### src/rtl/note_pkg.sv
// Shared note definitions for the tone path: note codes, frequency table and
// the half-period thresholds used to decode a measured tone back into a note.
package note_pkg;

    localparam int unsigned PERIOD_W    = 20;
    localparam int unsigned NOTE_CNT    = 7;
    localparam int unsigned CLK_MHZ_DEF = 25;

    typedef logic [PERIOD_W-1:0] period_t;

    typedef enum logic [2:0] {
        NOTE_A = 3'd0,
        NOTE_B = 3'd1,
        NOTE_C = 3'd2,
        NOTE_D = 3'd3,
        NOTE_E = 3'd4,
        NOTE_F = 3'd5,
        NOTE_G = 3'd6
    } note_e;

    typedef enum logic [1:0] {
        ST_IDLE,
        ST_MEASURE,
        ST_LOCKED
    } det_state_e;

    // Tone frequencies in Hz, indexed by note code (A at index 0).
    localparam logic [NOTE_CNT-1:0][15:0] FREQ_HZ = {
        16'd392, 16'd349, 16'd330, 16'd294, 16'd261, 16'd247, 16'd220
    };

    // Boundaries between adjacent notes; entry i separates note i from note i+1.
    typedef logic [NOTE_CNT-2:0][PERIOD_W-1:0] mid_table_t;

    function automatic int unsigned hp_of(input int unsigned clk_mhz, input int unsigned idx);
        return (clk_mhz * 32'd1000000) / int'(FREQ_HZ[idx]) / 2;
    endfunction

    function automatic mid_table_t mid_table(input int unsigned clk_mhz);
        mid_table_t t;
        for (int i = 0; i < NOTE_CNT - 1; i++) begin
            t[i] = period_t'((hp_of(clk_mhz, i) + hp_of(clk_mhz, i + 1)) / 2);
        end
        return t;
    endfunction

    function automatic period_t g_lo_of(input int unsigned clk_mhz);
        return period_t'(hp_of(clk_mhz, 6) - (hp_of(clk_mhz, 5) - hp_of(clk_mhz, 6)) / 2);
    endfunction

    function automatic period_t a_hi_of(input int unsigned clk_mhz);
        return period_t'(hp_of(clk_mhz, 0) + (hp_of(clk_mhz, 0) - hp_of(clk_mhz, 1)) / 2);
    endfunction

    // Nominal constants for the default system clock.
    localparam period_t HP_A = period_t'(hp_of(CLK_MHZ_DEF, 0));
    localparam period_t HP_B = period_t'(hp_of(CLK_MHZ_DEF, 1));
    localparam period_t HP_C = period_t'(hp_of(CLK_MHZ_DEF, 2));
    localparam period_t HP_D = period_t'(hp_of(CLK_MHZ_DEF, 3));
    localparam period_t HP_E = period_t'(hp_of(CLK_MHZ_DEF, 4));
    localparam period_t HP_F = period_t'(hp_of(CLK_MHZ_DEF, 5));
    localparam period_t HP_G = period_t'(hp_of(CLK_MHZ_DEF, 6));

    localparam mid_table_t MID  = mid_table(CLK_MHZ_DEF);
    localparam period_t    G_LO = g_lo_of(CLK_MHZ_DEF);
    localparam period_t    A_HI = a_hi_of(CLK_MHZ_DEF);

endpackage

### src/rtl/note_classifier.sv
// Combinational half-period classifier: maps a measured interval to a note code
// and flags intervals outside the A..G window.
module note_classifier
    import note_pkg::*;
#(
    parameter int unsigned CLK_MHZ = CLK_MHZ_DEF
) (
    input  logic [PERIOD_W-1:0] hp,
    output logic                in_range,
    output logic [2:0]          note_class
);

    localparam mid_table_t MID_T  = mid_table(CLK_MHZ);
    localparam period_t    G_LO_T = g_lo_of(CLK_MHZ);
    localparam period_t    A_HI_T = a_hi_of(CLK_MHZ);

    // NOTE: every output gets a default first so no path leaves it unassigned,
    // which would otherwise infer a latch.
    always_comb begin
        in_range   = (hp >= G_LO_T) && (hp < A_HI_T);
        note_class = 3'(NOTE_A);
        // Boundaries shrink with rising index, so the last hit is the closest note;
        // an interval equal to a boundary stays with the longer-period note.
        for (int i = 0; i < NOTE_CNT - 1; i++) begin
            if (hp < MID_T[i]) begin
                note_class = 3'(i + 1);
            end
        end
    end

endmodule

### src/rtl/note_detector.sv
// Measures the half-period of an asynchronous square-wave tone and decodes it to
// note A..G with lock/timeout. Define NOTE_DET_HYST_EN to hold lock through mismatches.
module note_detector
    import note_pkg::*;
#(
    parameter int unsigned CLK_MHZ     = CLK_MHZ_DEF,
    parameter int unsigned LOCK_COUNT  = 4,
    parameter int unsigned TIMEOUT_CYC = 131072
) (
    input  logic                clk,
    input  logic                rst_n,
    input  logic                soundWave,
    output logic [2:0]          note,
    output logic                note_valid,
    output logic                note_change,
    output logic [PERIOD_W-1:0] half_period
);

    localparam period_t    TIMEOUT_VAL = period_t'(TIMEOUT_CYC);
    localparam logic [3:0] LOCK_VAL    = 4'(LOCK_COUNT);

    logic       sync1, sync2, prev, edge_pulse;
    period_t    cnt;
    logic [3:0] match, match_next;
    logic [2:0] cand;
    logic       cls_in_range, same_cand, lock_hit;
    logic [2:0] cls_note;
    det_state_e state;

`ifdef NOTE_DET_HYST_EN
    logic [2:0] alt_cand;
    logic [3:0] alt_match, alt_next;
`endif

    // NOTE: sequential state uses non-blocking assignments so every flop samples
    // the values from before the edge, independent of statement order.
    always_ff @(posedge clk or negedge rst_n) begin
        if (!rst_n) begin
            sync1      <= 1'b0;
            sync2      <= 1'b0;
            prev       <= 1'b0;
            edge_pulse <= 1'b0;
        end else begin
            sync1      <= soundWave;
            sync2      <= sync1;
            prev       <= sync2;
            edge_pulse <= sync2 ^ prev;
        end
    end

    note_classifier #(.CLK_MHZ(CLK_MHZ)) u_classifier (
        .hp         (cnt),
        .in_range   (cls_in_range),
        .note_class (cls_note)
    );

    always_comb begin
        same_cand = cls_in_range && (cls_note == cand);
        if (same_cand) begin
            match_next = match + 4'd1;
        end else if (cls_in_range) begin
            match_next = 4'd1;
        end else begin
            match_next = 4'd0;
        end
        lock_hit = cls_in_range && (match_next == LOCK_VAL);
    end

`ifdef NOTE_DET_HYST_EN
    always_comb begin
        if ((alt_match != 4'd0) && (cls_note == alt_cand)) begin
            alt_next = alt_match + 4'd1;
        end else begin
            alt_next = 4'd1;
        end
    end
`endif

    // NOTE: only control and output registers are reset; the classifier has no storage.
    always_ff @(posedge clk or negedge rst_n) begin
        if (!rst_n) begin
            state       <= ST_IDLE;
            cnt         <= '0;
            match       <= '0;
            cand        <= '0;
            note        <= '0;
            note_valid  <= 1'b0;
            note_change <= 1'b0;
            half_period <= '0;
`ifdef NOTE_DET_HYST_EN
            alt_cand    <= '0;
            alt_match   <= '0;
`endif
        end else begin
            note_change <= 1'b0;
            if (state == ST_IDLE) begin
                // The partial interval before the first edge is never classified.
                cnt        <= edge_pulse ? period_t'(1) : '0;
                match      <= '0;
                note_valid <= 1'b0;
                if (edge_pulse) begin
                    state <= ST_MEASURE;
                end
            end else if (edge_pulse) begin
                cnt         <= period_t'(1);
                half_period <= cnt;
                case (state)
                    ST_MEASURE: begin
                        match <= match_next;
                        if (!same_cand) begin
                            cand <= cls_note;
                        end
                        if (lock_hit) begin
                            note        <= cls_note;
                            note_valid  <= 1'b1;
                            note_change <= 1'b1;
                            state       <= ST_LOCKED;
`ifdef NOTE_DET_HYST_EN
                            alt_match   <= '0;
`endif
                        end
                    end
                    ST_LOCKED: begin
`ifdef NOTE_DET_HYST_EN
                        // Lock is kept; a new note must be confirmed by agreeing mismatches.
                        if (cls_in_range && (cls_note != note)) begin
                            alt_cand <= cls_note;
                            if (alt_next == LOCK_VAL) begin
                                note        <= cls_note;
                                note_change <= 1'b1;
                                alt_match   <= '0;
                            end else begin
                                alt_match <= alt_next;
                            end
                        end else begin
                            alt_match <= '0;
                        end
`else
                        if (!(cls_in_range && (cls_note == note))) begin
                            note_valid <= 1'b0;
                            cand       <= cls_note;
                            match      <= cls_in_range ? 4'd1 : 4'd0;
                            state      <= ST_MEASURE;
                        end
`endif
                    end
                    default: state <= ST_IDLE;
                endcase
            end else if (cnt >= TIMEOUT_VAL) begin
                state      <= ST_IDLE;
                cnt        <= '0;
                match      <= '0;
                note_valid <= 1'b0;
`ifdef NOTE_DET_HYST_EN
                alt_match  <= '0;
`endif
            end else if (cnt != '1) begin
                cnt <= cnt + period_t'(1);
            end
        end
    end

endmodule

### config.mk
export PLATFORM = sky130hd
export DESIGN_NAME = note_detector
export DESIGN_NICKNAME = d
export VERILOG_FILES = /design/src/rtl/note_pkg.sv /design/src/rtl/note_classifier.sv /design/src/rtl/note_detector.sv
export SDC_FILE = /design/constraint.sdc
export NUM_CORES = 1
export LEC_CHECK = 0
export CORE_ASPECT_RATIO = 1.4
export CORE_MARGIN = 2
export CORE_UTILIZATION = 55
export CTS_CLUSTER_SIZE = 20
export DETAILED_ROUTE_END_ITERATION = 6
export PLACE_DENSITY = 0.86
export RECOVER_POWER = 25
export REMOVE_ABC_BUFFERS = 1
export SLEW_MARGIN = 5
export SYNTH_ARGS = -nofsm -noshare
export SYNTH_HDL_FRONTEND = slang
export SYNTH_SLANG_ARGS = --single-unit
### constraint.sdc
create_clock -name clk -period 6.2 [get_ports clk]
set_input_delay 0.62 -clock clk [delete_from_list [all_inputs] [get_ports clk]]
set_output_delay 0.62 -clock clk [all_outputs]
set_load 0.02 [all_outputs]
==> results.ini, run 1 <==
[power]
power_density_nw_per_um2 = 268
p_leak_nw = 1.63
fin_total_pwr_uw = 981
ir_drop_uv = 147

[sta]
finalClockSkew_ps = 7.45
slew_headroom_pct = -99.1
layout_min_cycle_time_ps = 3480
layout_setup_ws_ps = 2720
tns_ps = 0
fmax_ghz = 0.288
hold_viol = 0
whs_ps = 358
setup_viol = 0
fin_crit_sh_pct = 56.1
slew_violations = 59
worst_slew_pin_slew_ps = 2990
grt_setup_unrepaired = false

[critical_path]
worstPathArrival_ps = 3750
slowest_delay_ps = 550
cp_slowest_cell = o41ai_1
path_cells = or3_1, o41ai_1, a21o_1, a21oi_2, nor4_1, o31ai_4, or4_4, nor2_1, a22o_1
reg2reg_depth = 9
worstPathMaxFanout = 12
r2r-end = match[1]$_DFFE_PN0P_
cp-end-kind = flop
r2r_slack_ps = 2720
cp-start-kind = flop
required_ps = 6480
critical_path_class = reg -> reg
reg2reg_from = cnt[7]$_DFFE_PN0P_
critPathLaunch = cnt[7]$_DFFE_PN0P_

[route]
via_per_inst = 6.07
drc = 0
vias = 2645
drt-initial-drc-count = 283
finalWirelength_microns = 7410
wl_per_cell_microns = 17.0
ant_nets = 0
dr.pass1.iters = 5

[die]
initial_core_util_pct = 57.6
die_area_sq_um = 6460
die_h_microns = 94.3
fp.coreArea_sq_um = 5570
num_io_pins = 28
die_w_microns = 68.5
rows = 32

[flow_run]
drv_cap = 1

[yosys]
synthTopCellsByCount = nand2_1 (68), dfrtp_1 (58), nor2_1 (31)
ys_seq_elements = 58
synth_edf_count = 0
ys_warn_count = 0
synth_top_area_share_pct = 45.3
async_reset_ff_share_pct = 100
synthMostInstantiatedCell = nand2_1
netlist_area_sq_um = 3210
ys.flop_type = dfrtp_1
seq_area_frac_synth_pct = 45.3
yosys-top-cells-area = dfrtp_1 (45%), nand2_1 (8.0%), nor2_1 (3.6%)
yosys.area.top_type = dfrtp_1
syn_area_per_cell_sq_um = 9.37
syn_inst = 342
synth_cell_type_count = 71

[place]
dp_hpwl_microns = 5060
portBuffers = 27
gp_congestion = 0.915
dp_slack_ps = 2780

[grt]
grt_max_degree = 59
grt_pass1_wl_microns = 12500
antenna_found_initial = 0
overflow = 0
grt_usage_pct = 26.2
grt_pass1_vias = 2663

[final_layout]
fin_util_pct = 65.9
fillCellCount = 467
diodes = 0
area_growth_pct = 14.4
nets = 374
drive_above_1_share_pct = 10.1
multi_input_area_sq_um = 1640
seqCellArea_sq_um = 1450

[hold_path]
min_path_type = reg -> reg
holdPathEnd = sync2$_DFF_PN0_
hold_depth = 0
hold_path_startpoint = sync1$_DFF_PN0_

[clocking]
postCtsSetupBuffers = 0
path_clk_slew_ps = 70
cts_buffer_depth = 2
cts_root_buf = clkbuf_8
cts_tree = built
clock-sinks = 58
htreeDepth = 3
cts_resized = 0
hold_buffers = 0
cts_buffers = 9
clk_latency_ps = 340

[run_status]
violations = capacitance limit, slew limit
status = finished with violations

[cell type report]
class                           instances  share of cell area (%)
Tap cell                               68                    2.32
Inverter                                9                   0.921
Sequential cell                        58                    39.6
Timing Repair Buffer                   28                    7.34
Clock buffer                           12                    3.96
Clock inverter                          3                    1.09
Multi-Input combinational cell        258                    44.8
[where the power goes]
part           total, mW  internal (mW)  switching, mW
Clock              0.338          0.193          0.145
Sequential         0.429          0.405         0.0237
Combinational      0.215         0.0816          0.133
[through the flow]
stage,cells,cell area [sq um]
2_1_floorplan,325,3130
3_3_place_gp,421,3480
3_5_place_dp,421,3480
4_1_cts,436,3670
5_1_grt,436,3670
6_report,436,3670
[routing by layer]
metal	up-vias	part of all wire, %	track usage [%]
li1	1249	-	-
met1	1271	43	34.7
met2	101	49	39.3
met3	24	5.3	5.96
met4	0	2.9	13.7
met5	-	0	0
[worst max-delay path: cells and delay by family (launching register included)]
kind	cells	cell delay, ps
simple gates	4	1670
compound gates	5	1220
flops	1	520
[registers in the layout, indices dropped and copies added (netlist names)]
signal,flops
cand,3
cnt,20
edge_pulse,1
half_period,20
match,4
note,3
note_change,1
note_valid,1
prev,1
state,2
sync1,1
sync2,1
[worst max path at each step]
| stage | end | cells after the start | slack (ps) |
|---|---|---|---|
| after floorplan | cand[0]$_DFFE_PN0P_ | 10 | 3140 |
| after global placement | note[1]$_DFFE_PN0P_ | 8 | 2940 |
| after detailed placement | match[1]$_DFFE_PN0P_ | 9 | 2780 |
| after CTS | match[1]$_DFFE_PN0P_ | 9 | 2730 |
| after global routing | note[2]$_DFFE_PN0P_ | 2 | 2460 |
| final | match[1]$_DFFE_PN0P_ | 9 | 2720 |
[layout by cell type (no fill, tap or decap), types with 3 or more instances in the layout]
master | netlist | final
xnor2_1 | 6 | 6
nor2_1 | 31 | 30
nor4_1 | 8 | 8
or3_1 | 3 | 3
inv_1 | 9 | 9
and3_1 | 3 | 3
mux2_4 | 3 | 3
xor2_1 | 11 | 11
ha_1 | 7 | 7
dfrtp_1 | 58 | 58
clkbuf_8 | 0 | 10
mux2_2 | 3 | 3
a21oi_1 | 3 | 3
clkbuf_1 | 9 | 3
nand2_1 | 68 | 68
o21ai_0 | 12 | 12
o2111ai_1 | 3 | 3
nor3b_1 | 3 | 3
o2bb2ai_1 | 3 | 3
nor3_1 | 10 | 10
a31oi_1 | 3 | 3
nand3_1 | 13 | 13
clkdlybuf4s50_1 | 0 | 25
nand2b_1 | 5 | 5
[logic make-up after synthesis]
| kind of cell | after synthesis | share of synthesized area (%) |
|---|---|---|
| mux | 8 | 3.47 |
| simple gates | 164 | 24.9 |
| other cells | 1 | 0.117 |
| buf+inv | 27 | 3.67 |
| compound gates | 60 | 15.2 |
| flops | 58 | 45.3 |
| xor+xnor | 17 | 4.64 |
| fa+ha+maj | 7 | 2.73 |
Note: power is estimated with default switching activity, not from simulation.
==> inputs of run 2 (changes only) <==
CORE_UTILIZATION = 52   (was 55)
PLACE_DENSITY = 0.85   (was 0.86)
clock period = 3.09 ns   (was 6.2 ns; I/O delays follow)
==> run 2 against run 1 <==
Effect of this change:
- the run ends with DRC, setup timing left
- count of clock-buffer cells in the layout shrank 1
- wire length grew 7.8%
- via count grew 7.6%
- critical path depth grew 1
- final area grew 10%
- fmax grew 12%
- non-clock buffer count grew 35
- sequential power grew 100%
- worst setup slack lost 2700 ps
==> results.ini, run 2 (same netlist as run 1, synthesis figures left out) <==
[critical_path]
cp-start-kind = flop
critical_path_class = reg -> reg
reg2reg_from = cnt[1]$_DFFE_PN0P_
cp-end-kind = flop
worstPathMaxFanout = 4  ; -8
worstPathArrival_ps = 3400  ; -350 ps
reg2reg_depth = 10  ; +1
r2r_slack_ps = -20  ; -2750 ps
required_ps = 3380  ; -3100 ps
critPathLaunch = cnt[1]$_DFFE_PN0P_
r2r-end = match[3]$_DFFE_PN0P_

[power]
ir_drop_uv = 338  ; +130%
p_leak_nw = 1.84  ; +13%
power_density_nw_per_um2 = 533  ; +99%

[die]
num_io_pins = 28  ; unchanged
die_w_microns = 70.4  ; +2.7%
initial_core_util_pct = 54.3  ; -3.3 points
rows = 33  ; +3.1%
die_h_microns = 96.9  ; +2.7%
die_area_sq_um = 6820  ; +5.5%
fp.coreArea_sq_um = 5900  ; +6.1%

[sta]
layout_min_cycle_time_ps = 3110  ; -363 ps
grt_setup_unrepaired = true
layout_setup_ws_ps = -22.9  ; -2750 ps
fin_crit_sh_pct = 101  ; +45 points
worst_slew_pin_slew_ps = 1140  ; -1840 ps
slew_violations = 0  ; -100%
setup_viol = 2  ; +2
hold_viol = 0  ; unchanged
slew_headroom_pct = 23.7  ; +120 points
whs_ps = 385  ; +26.1 ps
fmax_ghz = 0.321  ; +12%
finalClockSkew_ps = 11.3  ; +3.83 ps

[clocking]
cts_buffers = 9  ; unchanged
cts_buffer_depth = 2  ; unchanged
path_clk_slew_ps = 70  ; about the same
cts_root_buf = clkbuf_8
clk_latency_ps = 340  ; about the same
htreeDepth = 3  ; unchanged
cts_tree = built
clock-sinks = 58  ; unchanged

[final_layout]
area_growth_pct = 25.8
drive_above_1_share_pct = 20.5  ; +10 points
mostFrequentLayoutCells = nand2_1 (68), dfrtp_1 (58), buf_4 (34)
final_area_sq_um = 4030  ; +10%
fillCellCount = 435  ; -6.9%
final_common_cell = nand2_1
diodes = 0  ; unchanged
nets = 409  ; +9.4%
top_regs = cnt: 20 flops, half_period: 20 flops, match: 4 flops

[place]
place_area_sq_um = 3730  ; +7.0%
gp_congestion = 0.941  ; +2.8%
dp_hpwl_microns = 5310  ; +5.0%
portBuffers = 27  ; unchanged

[flow_run]
drv_cap = 0  ; -1

[hold_path]
hold_depth = 0  ; unchanged
holdPathEnd = sync2$_DFF_PN0_
min_path_type = reg -> reg
hold_path_startpoint = sync1$_DFF_PN0_

[route]
finalWirelength_microns = 7990  ; +7.8%
vias = 2847  ; +7.6%
wl_per_cell_microns = 16.9  ; -0.86%
dr.pass1.iters = 7  ; +2
drt-initial-drc-count = 240  ; -15%
drc = 1  ; +1
via_per_inst = 6.01  ; -0.99%
ant_nets = 0  ; unchanged

[run_status]
violations = DRC, setup timing
status = finished with violations

[grt]
grt_usage_pct = 24.0  ; -2.1 points
overflow = 0  ; unchanged
antenna_found_initial = 0  ; unchanged
grt_pass1_wl_microns = 13100  ; +4.7%
grt_pass1_vias = 2784  ; +4.5%
grt_max_degree = 40  ; -32%

## run 2: where the power goes
group / leakage [nW] / switching, mW / internal (mW)
clock network: 0.109 / 0.312 / 0.473
registers: 0.785 / 0.0493 / 0.813
logic: 0.945 / 0.293 / 0.208
total: 1.84 / 0.655 / 1.49
## run 2: stage by stage
stage | TNS [ps] | utilization [%] | std cells | total power, mW | setup WS (ps)
after global routing | -442 | 68.3 | 474 | 2.24 | -90.2
after CTS | 0 | 67.3 | 472 | 2.13 | 12.3
after floorplan | 0 | - | 325 | 1.15 | 31.8
final | -23.6 | 68.3 | 474 | 2.15 | -22.9
after detailed placement | -624 | 63.1 | 455 | 1.33 | -96.3
after global placement | -29.4 | 63.1 | 455 | 1.31 | -9.90
## run 2: worst max-delay path by stage
stage | endpoint | slack (ps) | depth (start not counted)
final | match[3]$_DFFE_PN0P_ | -20 | 10
after global placement | cand[1]$_DFFE_PN0P_ | -10 | 10
after global routing | cand[2]$_DFFE_PN0P_ | -90 | 10
after detailed placement | state[0]$_DFFE_PN0P_ | -100 | 11
after CTS | cand[2]$_DFFE_PN0P_ | 10 | 10
after floorplan | cand[0]$_DFFE_PN0P_ | 30 | 10
## run 2: cell type report
type	instances	area (sq um)	share of cell area, %
Timing Repair Buffer	63	534	13.2
Multi-Input combinational cell	258	1710	42.3
Clock inverter	5	77.6	1.92
Inverter	9	33.8	0.837
Clock buffer	11	141	3.50
Sequential cell	58	1450	36.0
Tap cell	70	87.6	2.17
## run 2: metal layers
| metal | vias to the layer above | part of all wire, % | track usage, % |
|---|---|---|---|
| met3 | 33 | 5.4 | 5.31 |
| met5 | - | 0 | 0 |
| li1 | 1321 | - | - |
| met2 | 125 | 50 | 39.6 |
| met1 | 1368 | 41 | 28.7 |
| met4 | 0 | 4.0 | 13.2 |
## run 2: what timing repair did
item	CTS	global route
hold buffers	1	0
setup buffers	0	2
hold endpoints to repair	19	0
pin swaps	4	8
gates resized for setup	5	11
cloned	0	0
endpoints found under the setup margin	12	12
## run 2: critical path, cell delays in order (launching register included)
cell	delay, ps
dfrtp_1	390
inv_2	90
ha_4	130
or4b_4	470
a311o_1	360
a221oi_2	280
mux4_2	330
o31ai_4	100
or4_4	550
a2bb2oi_1	170
a21bo_1	190
